<file path="config.mk">
export PLATFORM = sky130hd
export DESIGN_NAME = regfile_wb_arbiter
export DESIGN_NICKNAME = d
export VERILOG_FILES = /design/src/rtl/regfile_wb_arbiter.sv
export SDC_FILE = /design/constraint.sdc
export NUM_CORES = 1
export LEC_CHECK = 0
export CORE_ASPECT_RATIO = 0.5
export CORE_UTILIZATION = 37
export CTS_BUF_LIST = sky130_fd_sc_hd__clkbuf_2
export CTS_CLUSTER_SIZE = 12
export DETAILED_ROUTE_END_ITERATION = 12
export GPL_ROUTABILITY_DRIVEN = 0
export GPL_TIMING_DRIVEN = 0
export PLACE_DENSITY = 0.82
export SYNTH_ARGS = -nofsm -noshare
export SYNTH_HDL_FRONTEND = slang
export SYNTH_SLANG_ARGS = --single-unit
</file>
<file path="constraint.sdc">
create_clock -name clk -period 2.14 [get_ports clk]
set_clock_uncertainty 0.15 [all_clocks]
set_input_delay 0.642 -clock clk [delete_from_list [all_inputs] [get_ports clk]]
set_output_delay 0.642 -clock clk [all_outputs]
set_load 0.05 [all_outputs]
</file>
<file path="src/rtl/regfile_wb_arbiter.sv">
// Arbitrates the register-file write port among ALU, load and link-register writeback sources.
// One-cycle registered grant; requesters are held off by withholding ack (LR fixed priority, ALU/MEM round-robin).
module regfile_wb_arbiter #(
  parameter int W       = 32,
  parameter int A       = 3,
  parameter int LR_ADDR = 7
) (
  input  logic         clk,
  input  logic         rst,
  input  logic         alu_req,
  input  logic [A-1:0] alu_addr,
  input  logic [W-1:0] alu_data,
  output logic         alu_ack,
  input  logic         mem_req,
  input  logic [A-1:0] mem_addr,
  input  logic [W-1:0] mem_data,
  output logic         mem_ack,
  input  logic         lr_req,
  input  logic [W-1:0] lr_data,
  output logic         lr_ack,
  output logic         rf_we,
  output logic         rf_lrwrite,
  output logic [A-1:0] rf_add3,
  output logic [W-1:0] rf_in,
  output logic [15:0]  conflict_cnt
);

  localparam logic [A-1:0] LR_A = A'(LR_ADDR);

  logic elig_alu, elig_mem, elig_lr;
  logic gnt_alu, gnt_mem, gnt_lr;
  logic conflict;
  // Set when MEM won the most recent ALU/MEM grant, so ALU wins the next tie.
  logic last_mem;

  // A source acked this cycle is masked so a held request is not granted twice.
  assign elig_alu = alu_req & ~alu_ack;
  assign elig_mem = mem_req & ~mem_ack;
  assign elig_lr  = lr_req  & ~lr_ack;

  always_comb begin
    gnt_lr   = elig_lr;
    gnt_alu  = 1'b0;
    gnt_mem  = 1'b0;
    conflict = 1'b0;
    if (!elig_lr) begin
      gnt_alu = elig_alu & (~elig_mem | last_mem);
      gnt_mem = elig_mem & (~elig_alu | ~last_mem);
    end
    conflict = (elig_alu & elig_mem) | (elig_lr & (elig_alu | elig_mem));
  end

  always_ff @(posedge clk) begin
    if (rst) begin
      alu_ack      <= 1'b0;
      mem_ack      <= 1'b0;
      lr_ack       <= 1'b0;
      rf_we        <= 1'b0;
      rf_lrwrite   <= 1'b0;
      rf_add3      <= '0;
      rf_in        <= '0;
      conflict_cnt <= '0;
      last_mem     <= 1'b1;
    end else begin
      alu_ack    <= gnt_alu;
      mem_ack    <= gnt_mem;
      lr_ack     <= gnt_lr;
      rf_we      <= gnt_alu | gnt_mem;
      rf_lrwrite <= gnt_lr;
      if (gnt_lr) begin
        rf_add3 <= LR_A;
        rf_in   <= lr_data;
      end else if (gnt_alu) begin
        rf_add3 <= alu_addr;
        rf_in   <= alu_data;
      end else if (gnt_mem) begin
        rf_add3 <= mem_addr;
        rf_in   <= mem_data;
      end else begin
        rf_add3 <= '0;
        rf_in   <= '0;
      end
      if (gnt_alu)
        last_mem <= 1'b0;
      else if (gnt_mem)
        last_mem <= 1'b1;
      if (conflict && conflict_cnt != 16'hFFFF)
        conflict_cnt <= conflict_cnt + 16'd1;
    end
  end

endmodule

</file>
Word level (Yosys, flattened, before mapping)
Cells that the tools add are included.

Flip-flop bits (word level): 56. Input port bits: 107. Output and inout bits: 56. Word-level logic and storage cells: 40.

$add $sub $neg: 1. Equal/unequal tests: 1. Mux-type cells: 10. Bitwise operators: 18. Reductions and logical operators: 2.

Operators with widths (number): 2-to-1 mux 32 bit (3); adder 16 x 1 -> 16 bit (second input constant) (1); != test 16 bit (second input constant) (1); 2-to-1 mux 3 bit (3); bitwise AND 1 bit (7); inverter 1 bit (6); OR 1 bit (5); 2-to-1 mux 1 bit (4); nonzero test 2 bit (1); logical AND 1 bit (1).

Depth between registers and ports, before layout
Depth after elaboration: 9. Mapped depth: 6.

Worst setup path before layout
Ideal clock, no wire load.

Kind: register to register. From: reg conflict_cnt[0]. To: reg conflict_cnt[6]. Library setup time: 0.123 ns. Data arrival time: 1.958 ns. Data required time: 1.867 ns. Slack: -0.092 ns. Stages on the path, launching flop included: 7. Clock period less this slack: 2.232 ns. Cells stage by stage: dfxtp_1 -> ha_1 -> nand4_1 -> nor4_4 -> buf_4 -> nor4_1 -> mux2_1.

Longest elaborated chain between the ends: 2. Elaborated cells between the ends (all ways): 3.

Ends and longest elaborated chain: start: declaration (RTL line 25) `output logic [15:0] conflict_cnt`; start signal: assignment (RTL line 88) `conflict_cnt <= conflict_cnt + 16'd1;`; branches (longest 2 deep; another with adder 16 x 1 -> 16 bit).

Several ways; the timed one is not identified. A chain may end at the register's enable or synchronous reset.

Worst setup path after layout
From: in lr_req. To: reg conflict_cnt[8].

Longest elaborated chain between the ends: 4.

Ends and longest elaborated chain: start: declaration (RTL line 18) `input logic lr_req,`; bitwise AND 1 bit (RTL line 39) `assign elig_lr = lr_req & ~lr_ack;`; bitwise AND 1 bit (RTL line 50) `conflict = (elig_alu & elig_mem) | (elig_lr & (elig_alu | elig_mem));`; OR 1 bit (RTL line 50); logical AND 1 bit (RTL line 87) `if (conflict && conflict_cnt != 16'hFFFF)`.

Every way passes these cells.

==> impl_metrics.env <==
export IMPL_outcome="completed"
export IMPL_setup_violations=0
export IMPL_fill_cells=499
export IMPL_max_freq_mhz=471
export IMPL_start_kind="input port"
export IMPL_cts_tree="built"
export IMPL_final_nets=518
export IMPL_synth_enable_flop_cells=0
export IMPL_fin_total_pwr_mw=2.26
export IMPL_fin_tns_setup_ns=0
export IMPL_synth_most_common_cell="dfxtp_1"
export IMPL_min_delay_start="conflict_cnt[7]"
export IMPL_first_pass_iters=4
export IMPL_drt_total_wl_um=8120
export IMPL_route_detailed_drc=0
export IMPL_finalCriticalPeriod_ns=2.12
export IMPL_holdPathEnd="conflict_cnt[7]"
export IMPL_viasPerCell=5.27
export IMPL_grt_antenna_before_repair=0
export IMPL_timing_rr_start="conflict_cnt[15]"
export IMPL_synth_ff_type="dfxtp_1"
export IMPL_port_buffers=161
export IMPL_core_sq_um=6230
export IMPL_dp_cells=488
export IMPL_grt_usage=0.237
export IMPL_async_flop_share=0
export IMPL_netlist_instances=239
export IMPL_drtAntennaViolNets=0
export IMPL_grt_ovfl_total=0
export IMPL_rr_worst_depth=5
export IMPL_ioPinCount=163
export IMPL_cts_root_buf="clkbuf_2"
export IMPL_slew_headroom=0.675
export IMPL_clkLatencyLatePin_ns=0.45
export IMPL_synth_area_top_cells="dfxtp_1, a221o_1, and2_1, o31ai_1, or4_1"
export IMPL_synth_seq_cells=56
export IMPL_first_global_vias=2555
export IMPL_cts_buffers=5
export IMPL_rows=20
export IMPL_synthTopCellsByCount="dfxtp_1, and2_1, a221o_1"
export IMPL_power_leakage_nw=1.67
export IMPL_vias=2626
export IMPL_rsz0062_at_grt="false"
export IMPL_synth_fp_nets=347
export IMPL_power_density_nw_per_um2=533
export IMPL_crit_path_end_kind="flip-flop"
export IMPL_yosys_area_top_type="dfxtp_1"
export IMPL_cp_max_fo=10
export IMPL_post_route_period_util=0.991
export IMPL_final_instance_count_excl_fill=498
export IMPL_hold_depth=2
export IMPL_ys_warn_count=0
export IMPL_area_delta_synth_final_pct=73.4
export IMPL_clockBufferDepth=2
export IMPL_worst_setup_path_type="input port to flip-flop"
export IMPL_wl_per_cell_um=16.3
export IMPL_required_ns=2.36
export IMPL_synth_avg_cell_area_sq_um=10.2
export IMPL_vdd_drop_max_mv=0.247
export IMPL_r2r_slack_ns=0.13
export IMPL_hp_class="flip-flop to flip-flop"
export IMPL_die_w_um=117
export IMPL_die_y_um=59.5
export IMPL_final_layout_size_suffix_gt1_frac=0.249
export IMPL_rr_endpoint="conflict_cnt[6]"
export IMPL_start_util=0.393
export IMPL_worstMarginPinSlew_ns=0.487
export IMPL_dp_hpwl_um=6320
export IMPL_clk_pin_slew_ns=0.27
export IMPL_yosysSeqAreaShare=0.458
export IMPL_grt_max_degree=17
export IMPL_synth_top_area_frac=0.458
export IMPL_n_antenna_cell=0
export IMPL_grt_pass1_wl_um=12400
export IMPL_cts_htree_levels=2
export IMPL_fin_hold_ws_ns=0.364
export IMPL_hold_viol_final=0
export IMPL_drtIter0Drc=199
export IMPL_slew_violations=0
export IMPL_cap_violations=0
export IMPL_netlist_area_sq_um=2450
export IMPL_critical_path_arrival_ns=2.34
export IMPL_dieArea_sq_um=6960
export IMPL_clkSinkCount=56
export IMPL_synth_distinct_cells=49
[worst max-delay path: stages]
cell and delay, ns:
clkdlybuf4s50_1 0.47, nand2b_1 0.08, maj3_2 0.35, buf_6 0.16, buf_2 0.19, o41ai_2 0.34, a21oi_1 0.10
[cell families after synthesis]
kind of cell    synth area share
compound gates             0.246
fa+ha+maj                 0.0138
buf+inv                   0.0389
flops                      0.458
mux                       0.0138
simple gates               0.229
[power by group]
group / switching, mW / internal [mW]
clock network: 0.318 / 0.0733
logic: 0.398 / 0.333
registers: 0.0250 / 1.11
total: 0.741 / 1.52
[worst max path at each step]
stage	to	cells after the start	slack, ns	startpoint
2_1_floorplan	conflict_cnt[6]	5	0.03	conflict_cnt[14]
3_3_place_gp	rf_in[14]	6	-0.62	alu_req
3_5_place_dp	rf_in[5]	6	-0.67	alu_req
4_1_cts	rf_in[17]	1	0.0002	rf_in[17]
5_1_grt	conflict_cnt[7]	1	0.002	conflict_cnt[7]
6_report	conflict_cnt[8]	7	0.02	lr_req
[state kept, by name, summed over array words and instances, names as in the netlist]
name and flops:
conflict_cnt 16, rf_we 1, rf_lrwrite 1, alu_ack 1, rf_add3 3, last_mem 1, rf_in 32, mem_ack 1
[per-layer routing]
| layer | global-route usage | up-vias | share of wire |
|---|---|---|---|
| li1 | - | 1264 | - |
| met1 | 0.278 | 1273 | 0.40 |
| met2 | 0.434 | 70 | 0.53 |
| met3 | 0.0562 | 19 | 0.042 |
| met4 | 0.0778 | 0 | 0.022 |
| met5 | 0 | - | 0 |
[metrics by stage]
step | utilization | area (sq um) | worst slack, ns
detailed placement | 0.670 | 4180 | -0.674
CTS | 0.688 | 4290 | 0.000235
global route | 0.681 | 4240 | 0.00209
finish | 0.681 | 4240 | 0.0186
global placement | 0.670 | 4180 | -0.615
floorplan | - | 2460 | 0.0255
[cells in the final DEF, fill, tap and decap left out, types with 2 or more instances in the layout]
cell and count:
clkdlybuf4s50_1 104, dfxtp_1 46, and2_1 33, a221o_1 32, clkdlybuf4s15_2 31, buf_2 18
clkbuf_2 16, nor2_1 11, a21oi_1 10, dfxtp_2 10, buf_4 7, or4_1 7
nor2b_1 6, clkbuf_1 6, o31ai_1 6, nand2b_1 3, nand4_1 3, a31oi_1 3
nor4_4 3, o21ai_0 3, a221oi_1 3, and4_1 2, inv_1 2, nand4_2 2
nor3_1 2, nand3_1 2, nand2_1 2, and3_1 2, a311oi_1 2, clkdlybuf4s18_2 2
[area by class of cell]
type,count,area [sq um],share of cell area
Timing Repair Buffer,164,1560,0.369
Multi-Input combinational cell,163,1290,0.304
Sequential cell,56,1130,0.267
Tap cell,88,110,0.0260
Buffer,18,98.8,0.0233
Clock buffer,5,25.0,0.00590
Clock inverter,2,12.5,0.00295
Inverter,2,7.51,0.00177
[timing repair]
item | in CTS | in global routing
hold buffers | 0 | 0
endpoints found under the setup margin | 87 | 57
pin swaps | 1 | 3
gates cloned | 0 | 0
resized for setup | 186 | 40
buffers inserted | 1 | 2
Note: power is estimated with default switching activity, not from simulation.
